### src/rtl/tlul_pkg.sv
// TL-UL error monitor shared definitions.
// Opcodes, violation class bit indices and widths.
package tlul_pkg;

  localparam int ErrClassW = 7;

  localparam logic [2:0] OpPutFull = 3'd0;
  localparam logic [2:0] OpPutPart = 3'd1;
  localparam logic [2:0] OpGet     = 3'd4;

  typedef enum logic [2:0] {
    ErrBadOp  = 3'd0,
    ErrSize   = 3'd1,
    ErrAlign  = 3'd2,
    ErrMask   = 3'd3,
    ErrFull   = 3'd4,
    ErrDUnexp = 3'd5,
    ErrOvf    = 3'd6
  } err_class_e;

endpackage

### src/rtl/tlul_err_mon_if.sv
// Observed TL-UL A/D channel bundle.
// The monitor only ever takes the slave view.
interface tlul_err_mon_if #(
  parameter int DW  = 64,
  parameter int AW  = 32,
  parameter int SZW = 3,
  parameter int IW  = 8
) ();
  logic            a_valid_i;
  logic            a_ready_i;
  logic [2:0]      a_opcode_i;
  logic [SZW-1:0]  a_size_i;
  logic [AW-1:0]   a_address_i;
  logic [DW/8-1:0] a_mask_i;
  logic [IW-1:0]   a_source_i;
  logic            d_valid_i;
  logic            d_ready_i;

  modport master (
    output a_valid_i, a_ready_i, a_opcode_i,
    output a_size_i, a_address_i, a_mask_i,
    output a_source_i, d_valid_i, d_ready_i
  );

  modport slave (
    input a_valid_i, a_ready_i, a_opcode_i,
    input a_size_i, a_address_i, a_mask_i,
    input a_source_i, d_valid_i, d_ready_i
  );
endinterface

### src/rtl/tlul_err_lane_chk.sv
// Combinational A-channel legality check.
// Yields class bits [4:0] from opcode/size/address/mask.
module tlul_err_lane_chk
  import tlul_pkg::*;
#(
  parameter int DW  = 64,
  parameter int SZW = 3,
  parameter int AW  = 32
) (
  input  logic [2:0]      opcode_i,
  input  logic [SZW-1:0]  size_i,
  input  logic [AW-1:0]   addr_i,
  input  logic [DW/8-1:0] mask_i,
  output logic [4:0]      cls_o
);
  localparam int NB    = DW / 8;
  localparam int SubAW = $clog2(NB);

  logic             size_err;
  logic [SubAW-1:0] off;
  logic [SubAW-1:0] lo_mask;
  logic [NB-1:0]    win;
  logic             unused_addr;

  assign unused_addr = ^addr_i[AW-1:SubAW];

  // A lane is in the window when it shares the
  // request's offset above the low size bits.
  always_comb begin
    size_err = size_i > SZW'(SubAW);
    off      = addr_i[SubAW-1:0];
    lo_mask  = '0;
    for (int i = 0; i < SubAW; i++) begin
      lo_mask[i] = i < int'(size_i);
    end
    win = '0;
    for (int j = 0; j < NB; j++) begin
      win[j] = ((SubAW'(j) ^ off) & ~lo_mask) == '0;
    end
    cls_o = '0;
    cls_o[ErrBadOp] = !(opcode_i inside
      {OpPutFull, OpPutPart, OpGet});
    if (size_err) begin
      cls_o[ErrSize] = 1'b1;
    end else begin
      cls_o[ErrAlign] = |(off & lo_mask);
      cls_o[ErrMask]  = |(mask_i & ~win);
      cls_o[ErrFull]  = (opcode_i == OpPutFull)
                      & |(~mask_i & win);
    end
  end
endmodule

### src/rtl/tlul_err_mon.sv
// Passive TL-UL error monitor: pulse, sticky, count, capture.
// Capture regs exist only with TLUL_ERR_CAPTURE_EN defined.
module tlul_err_mon
  import tlul_pkg::*;
#(
  parameter int DW             = 64,
  parameter int AW             = 32,
  parameter int SZW            = 3,
  parameter int IW             = 8,
  parameter int MaxOutstanding = 4,
  parameter int CW             = 16,
  localparam int OW = $clog2(MaxOutstanding + 1)
) (
  input  logic                 clk_i,
  input  logic                 rst_ni,
  tlul_err_mon_if.slave        bus,
  input  logic                 clr_i,
  output logic                 err_comb_o,
  output logic                 err_o,
  output logic [ErrClassW-1:0] err_class_o,
  output logic [CW-1:0]        err_cnt_o,
  output logic [OW-1:0]        outstanding_o,
  output logic                 cap_valid_o,
  output logic [ErrClassW-1:0] cap_class_o,
  output logic [AW-1:0]        cap_addr_o,
  output logic [IW-1:0]        cap_source_o,
  output logic [2:0]           cap_opcode_o,
  output logic [SZW-1:0]       cap_size_o
);
  if (!(DW == 32 || DW == 64 || DW == 128)) begin : g_bad_dw
    $error("tlul_err_mon: DW must be 32, 64 or 128");
  end
  if (MaxOutstanding < 1) begin : g_bad_max
    $error("tlul_err_mon: MaxOutstanding must be >= 1");
  end

  logic                 a_fire;
  logic                 d_fire;
  logic [4:0]           cls_a;
  logic                 d_unexp;
  logic                 ovf;
  logic                 a_err;
  logic                 ev;
  logic [ErrClassW-1:0] ev_cls;
  logic [OW-1:0]        out_d;

  assign a_fire = bus.a_valid_i & bus.a_ready_i;
  assign d_fire = bus.d_valid_i & bus.d_ready_i;

  tlul_err_lane_chk #(
    .DW  (DW),
    .SZW (SZW),
    .AW  (AW)
  ) u_chk (
    .opcode_i (bus.a_opcode_i),
    .size_i   (bus.a_size_i),
    .addr_i   (bus.a_address_i),
    .mask_i   (bus.a_mask_i),
    .cls_o    (cls_a)
  );

  assign err_comb_o = bus.a_valid_i & |cls_a;

  // Classify the cycle and compute next outstanding count.
  always_comb begin
    d_unexp = d_fire & (outstanding_o == '0);
    ovf     = a_fire & ~d_fire
            & (outstanding_o == OW'(MaxOutstanding));
    a_err   = a_fire & |cls_a;
    ev_cls  = {ovf, d_unexp, (a_err ? cls_a : 5'b0)};
    ev      = |ev_cls;
    out_d   = outstanding_o;
    if (a_fire & ~ovf & ~(d_fire & ~d_unexp)) begin
      out_d = outstanding_o + 1'b1;
    end else if (~a_fire & d_fire & ~d_unexp) begin
      out_d = outstanding_o - 1'b1;
    end
  end

  // Outstanding tracker; clr leaves it alone.
  always_ff @(posedge clk_i or negedge rst_ni) begin
    if (!rst_ni) begin
      outstanding_o <= '0;
    end else begin
      outstanding_o <= out_d;
    end
  end

  // Pulse, sticky classes and saturating counter.
  always_ff @(posedge clk_i or negedge rst_ni) begin
    if (!rst_ni) begin
      err_o       <= 1'b0;
      err_class_o <= '0;
      err_cnt_o   <= '0;
    end else begin
      err_o <= ev;
      if (ev && clr_i) begin
        err_class_o <= ev_cls;
        err_cnt_o   <= CW'(1);
      end else if (ev) begin
        err_class_o <= err_class_o | ev_cls;
        if (err_cnt_o != '1) begin
          err_cnt_o <= err_cnt_o + 1'b1;
        end
      end else if (clr_i) begin
        err_class_o <= '0;
        err_cnt_o   <= '0;
      end
    end
  end

`ifdef TLUL_ERR_CAPTURE_EN
  logic a_cap;

  assign a_cap = a_fire & (|cls_a | ovf);

  // First-error capture; D-only events keep A fields at 0.
  always_ff @(posedge clk_i or negedge rst_ni) begin
    if (!rst_ni) begin
      cap_valid_o  <= 1'b0;
      cap_class_o  <= '0;
      cap_addr_o   <= '0;
      cap_source_o <= '0;
      cap_opcode_o <= '0;
      cap_size_o   <= '0;
    end else if (ev && (!cap_valid_o || clr_i)) begin
      cap_valid_o  <= 1'b1;
      cap_class_o  <= ev_cls;
      cap_addr_o   <= a_cap ? bus.a_address_i : '0;
      cap_source_o <= a_cap ? bus.a_source_i : '0;
      cap_opcode_o <= a_cap ? bus.a_opcode_i : '0;
      cap_size_o   <= a_cap ? bus.a_size_i : '0;
    end else if (clr_i) begin
      cap_valid_o  <= 1'b0;
      cap_class_o  <= '0;
      cap_addr_o   <= '0;
      cap_source_o <= '0;
      cap_opcode_o <= '0;
      cap_size_o   <= '0;
    end
  end
`else
  logic unused_cap;

  assign unused_cap   = ^{bus.a_source_i, bus.a_address_i};
  assign cap_valid_o  = 1'b0;
  assign cap_class_o  = '0;
  assign cap_addr_o   = '0;
  assign cap_source_o = '0;
  assign cap_opcode_o = '0;
  assign cap_size_o   = '0;
`endif
endmodule

### src/flat_wrapper.sv
// flat-port wrapper written by rule: the top's interface ports become plain ports
module tlul_err_mon_flat import tlul_pkg::*;
#(
  parameter int DW             = 64,
  parameter int AW             = 32,
  parameter int SZW            = 3,
  parameter int IW             = 8,
  parameter int MaxOutstanding = 4,
  parameter int CW             = 16,
  localparam int OW = $clog2(MaxOutstanding + 1)
)
  (clk_i, rst_ni, clr_i, err_comb_o, err_o, err_class_o, err_cnt_o, outstanding_o, cap_valid_o, cap_class_o, cap_addr_o, cap_source_o, cap_opcode_o, cap_size_o, bus_a_valid_i, bus_a_ready_i, bus_a_opcode_i, bus_a_size_i, bus_a_address_i, bus_a_mask_i, bus_a_source_i, bus_d_valid_i, bus_d_ready_i);
  tlul_err_mon_if #(.DW(DW), .AW(AW), .SZW(SZW), .IW(IW)) bus_i ();
  input  logic clk_i;
  input  logic rst_ni;
  input  logic clr_i;
  output logic err_comb_o;
  output logic err_o;
  output logic [ErrClassW-1:0] err_class_o;
  output logic [CW-1:0] err_cnt_o;
  output logic [OW-1:0] outstanding_o;
  output logic cap_valid_o;
  output logic [ErrClassW-1:0] cap_class_o;
  output logic [AW-1:0] cap_addr_o;
  output logic [IW-1:0] cap_source_o;
  output logic [2:0] cap_opcode_o;
  output logic [SZW-1:0] cap_size_o;
  input wire logic [$bits(bus_i.a_valid_i)-1:0] bus_a_valid_i;
  input wire logic [$bits(bus_i.a_ready_i)-1:0] bus_a_ready_i;
  input wire logic [$bits(bus_i.a_opcode_i)-1:0] bus_a_opcode_i;
  input wire logic [$bits(bus_i.a_size_i)-1:0] bus_a_size_i;
  input wire logic [$bits(bus_i.a_address_i)-1:0] bus_a_address_i;
  input wire logic [$bits(bus_i.a_mask_i)-1:0] bus_a_mask_i;
  input wire logic [$bits(bus_i.a_source_i)-1:0] bus_a_source_i;
  input wire logic [$bits(bus_i.d_valid_i)-1:0] bus_d_valid_i;
  input wire logic [$bits(bus_i.d_ready_i)-1:0] bus_d_ready_i;
  assign bus_i.a_valid_i = bus_a_valid_i;
  assign bus_i.a_ready_i = bus_a_ready_i;
  assign bus_i.a_opcode_i = bus_a_opcode_i;
  assign bus_i.a_size_i = bus_a_size_i;
  assign bus_i.a_address_i = bus_a_address_i;
  assign bus_i.a_mask_i = bus_a_mask_i;
  assign bus_i.a_source_i = bus_a_source_i;
  assign bus_i.d_valid_i = bus_d_valid_i;
  assign bus_i.d_ready_i = bus_d_ready_i;
  tlul_err_mon #(.DW(DW), .AW(AW), .SZW(SZW), .IW(IW), .MaxOutstanding(MaxOutstanding), .CW(CW)) u_core (.clk_i(clk_i), .rst_ni(rst_ni), .bus(bus_i), .clr_i(clr_i), .err_comb_o(err_comb_o), .err_o(err_o), .err_class_o(err_class_o), .err_cnt_o(err_cnt_o), .outstanding_o(outstanding_o), .cap_valid_o(cap_valid_o), .cap_class_o(cap_class_o), .cap_addr_o(cap_addr_o), .cap_source_o(cap_source_o), .cap_opcode_o(cap_opcode_o), .cap_size_o(cap_size_o));
endmodule
### config.mk
export PLATFORM = sky130hd
export DESIGN_NAME = tlul_err_mon_flat
export DESIGN_NICKNAME = d
export VERILOG_FILES = /design/src/rtl/tlul_pkg.sv /design/src/rtl/tlul_err_mon_if.sv /design/src/rtl/tlul_err_lane_chk.sv /design/src/rtl/tlul_err_mon.sv /design/src/flat_wrapper.sv
export SDC_FILE = /design/constraint.sdc
export NUM_CORES = 1
export LEC_CHECK = 0
export CAP_MARGIN = 30
export CELL_PAD_IN_SITES_DETAIL_PLACEMENT = 0
export CELL_PAD_IN_SITES_GLOBAL_PLACEMENT = 1
export CORE_ASPECT_RATIO = 1.75
export CORE_MARGIN = 4
export CORE_UTILIZATION = 23
export DETAILED_ROUTE_END_ITERATION = 10
export PLACE_DENSITY = 0.75
export SYNTH_ARGS = -nofsm -noshare
export SYNTH_HDL_FRONTEND = slang
export SYNTH_SLANG_ARGS = --single-unit
export TNS_END_PERCENT = 10
### constraint.sdc
create_clock -name clk_i -period 2.1 [get_ports clk_i]
set_clock_uncertainty 0.05 [all_clocks]
set_input_delay 0.42 -clock clk_i [delete_from_list [all_inputs] [get_ports clk_i]]
set_output_delay 0.42 -clock clk_i [all_outputs]
set_load 0.02 [all_outputs]
==> run summary <==
## Run status
- finished with violations — result of the run
- negative setup slack — violated checks

## GRT
- 0 — total congestion overflow
- 0.106 — Global Route Usage Sum
- 28 — pin count of the biggest net entering global routing
- 2184 — number of global-route vias before repair
- 0 — initial antenna violation count
- 10400 um — global-route wire length before repair

## Logic synthesis
- dfrtp_1 (29%), buf_4 (18%), nor2_1 (3.9%) — most area-consuming cells after synthesis
- buf_4 (54), dfrtp_1 (27), nor2_1 (24) — commonest cells in the netlist
- 8.76 sq um — Post-Syn Area per Cell
- dfrtp_1 — cell accounting for the most synthesized area
- 54 — Cell variety after synth
- dfrtp_1 — Post-synth top flop
- 1.00 — proportion of synthesized flip-flops having asynchronous set or reset
- buf_4 — most repeated cell in the gate-level netlist after synthesis
- 0.292 — share of synthesized area occupied by flip-flops and latches
- 0 — Post-synth EDFFs
- 0.00231 sq mm — Netlist Area Pre-Place
- 0.292 — post-synth top area share
- 27 — number of storage elements in the synthesis netlist
- 264 — synthesized instance count
- 0 — yosys synthesis warning count

## CTS
- 27 — sink count of the clock tree
- clkbuf_16 — buffer cell driving the clock tree root
- 1 — H-Tree Level Count
- 70 ps — CTS clk-pin slew, worst paths
- 3 — clock buffers created by TritonCTS
- 2 — maximum buffer depth of the clock tree
- 260 ps — clock insertion delay at the later pin of the skew report
- yes — TritonCTS clock tree

## Critical path
- u_core.err_cnt_o[7]$_DFFE_PN0P_ — startpoint of the most critical register-to-register path
- 2200 ps — required time reported for the critical path endpoint
- 2500 ps — arrival time of data at the critical path endpoint
- 8 — number of cells on the worst reg-to-reg path
- primary input — Critical Path Source Type
- register — kind of end point of the critical path
- u_core.err_cnt_o[8]$_DFFE_PN0P_ — R2R Path End
- in -> reg — type of the worst setup path
- bus_a_opcode_i[2] — Worst setup startpoint
- -20 ps — worst-case register-to-register setup slack
- u_core.err_cnt_o[7]$_DFFE_PN0P_ — CP Capture Point
- 4 — maximum fanout count along the critical path

## Finish
- 0.351 — layout cell share with drive strength beyond 1
- 0 — antenna diode count
- 48.9% — area growth from synthesis to final layout
- 432 — Post-layout nets
- 0.350 — core occupancy in the finished layout

## Drt
- 59 — detailed router's first-iteration violation count
- 13.1 um — routed length per instance
- 0 — DRC Markers
- 0 — Antenna Nets Post-Route
- 4 — count of TritonRoute iterations in the first routing pass
- 6450 um — total wirelength of the detailed-routed design
- 2147 — via count
- 4.35 — Via-to-Cell Ratio

## Pwr
- 1320 uW — Pint
- 0.295 mV — maximum vdd ir drop
- 0.490 — part of the total power dissipated in combinational logic
- 0.00157 uW — Static Leakage
- 0.208 — share of total power in the clock network
- 807 uW — switching power
- 2120 uW — total design power
- 617 mW/mm^2 — power density relative to cell area
- 0.380 — switching power share of the total
- 0.302 — sequential group share of total power

## STA
- 1.14 — final critical-path share of the clock period
- 15 — final setup violation count
- 0 — number of max-slew violations in the final report
- yes — unrepaired setup endpoints after global routing
- 478 ps — WHS
- -294 ps — setup slack after layout
- 418 MHz — Max Fclk
- -2450 ps — setup TNS
- 0 — total count of hold-check failures in the final report
- 2390 ps — post-layout minimum cycle time

## Placement
- 0.830 — Placer Congestion
- 5160 um — detailed placer's ending HPWL
- -1190 ps — worst slack at placement
- 51 — port bufs

## Job
- 0 — count of maximum capacitance violations

## Die
- 0.235 — Starting Density
- 141 um — height of the chip
- 143 — number of top-level design ports
- 0.00985 sq mm — total core area
- 0.0118 sq mm — die outline area
- 48 — Site Rows
- 83.8 um — overall die width

## Min path
- bus_a_size_i[2] — Hold Crit Start
- in -> reg — Hold WC Path Type

==> power groups by stage <==
stage	Sequential [uW]	Combinational, uW	Clock (uW)
global route	653	1140	476
floorplan	735	488	0
detailed placement	643	969	0
CTS	637	1010	459
finish	642	1040	442
global placement	644	957	0
==> how the worst min path moves through the flow <==
stage	to	cells past startpoint
after global placement	u_core.err_class_o[2]$_DFFE_PN0P_	2
final	u_core.err_class_o[4]$_DFFE_PN0P_	3
after CTS	u_core.err_class_o[6]$_DFFE_PN0P_	2
after floorplan	u_core.err_class_o[0]$_DFFE_PN0P_	0
after detailed placement	u_core.err_class_o[6]$_DFFE_PN0P_	2
after global routing	u_core.err_class_o[4]$_DFFE_PN0P_	3
==> metal layers <==
metal	share of wire	vias up	GRT usage
met5	0	-	0
met4	0.023	0	0.0288
met3	0.078	15	0.0181
met2	0.55	100	0.214
met1	0.35	1004	0.109
li1	-	1028	-
==> placed cells by master, fill, tap and decap left out, drive strengths merged, types with 6 or more instances in the layout <==
| cell type | count |
|---|---|
| a211oi | 8 |
| a21oi | 15 |
| and3 | 9 |
| buf | 66 |
| clkbuf | 8 |
| clkdlybuf4s50 | 29 |
| conb | 54 |
| dfrtp | 27 |
| inv | 13 |
| mux2 | 6 |
| nand2 | 15 |
| nand3 | 8 |
| nor2 | 24 |
| nor2b | 7 |
| o21ai | 7 |
==> worst max-delay path: stages <==
cell           delay [ps]
dlygate4sd2_1         240
or3_4                 350
a31o_4                220
o32a_4                200
a21o_4                230
buf_6                 120
a211oi_4              230
and3_1                200
mux2_4                300
==> registers in the layout (all words and copies together) (netlist names) <==
register,cells
u_core.err_cnt_o,16
u_core.err_class_o,7
u_core.outstanding_o,3
u_core.err_o,1
==> through the flow <==
step,instance area [sq um],cells
CTS,3370,495
floorplan,2520,317
finish,3450,493
global route,3450,493
global placement,3170,488
detailed placement,3170,488
==> cell families (layout without fill, tap and decap cells) <==
kind of cell             Yosys count  after routing  synth area share
other                              1             54           0.00162
adder cells (fa/ha/maj)            2              2            0.0141
XOR/XNOR                           5              5            0.0189
AND/OR/NAND/NOR                   83             83             0.189
AO/OA/AOI/OAI                     61             61             0.219
flip-flops                        27             27             0.292
multiplexers                      11             11            0.0541
buffers and inverters             74            125             0.212
==> layout make-up <==
| cell class | count | area, sq um |
|---|---|---|
| Timing Repair Buffer | 108 | 945 |
| Fill cell | 1053 | 6400 |
| Clock inverter | 1 | 5.00 |
| Tap cell | 125 | 156 |
| Clock buffer | 3 | 75.1 |
| Inverter | 13 | 48.8 |
| Multi-Input combinational cell | 216 | 1540 |
| Sequential cell | 27 | 676 |
==> repair_timing <==
item	4_1_cts	5_1_grt
hold endpoints to repair	0	0
endpoints found under the setup margin	20	20
pin swaps	19	21
hold buffers	0	0
buffers inserted	3	0
gates resized for setup	74	52
Power figures use the tool's default switching activity.
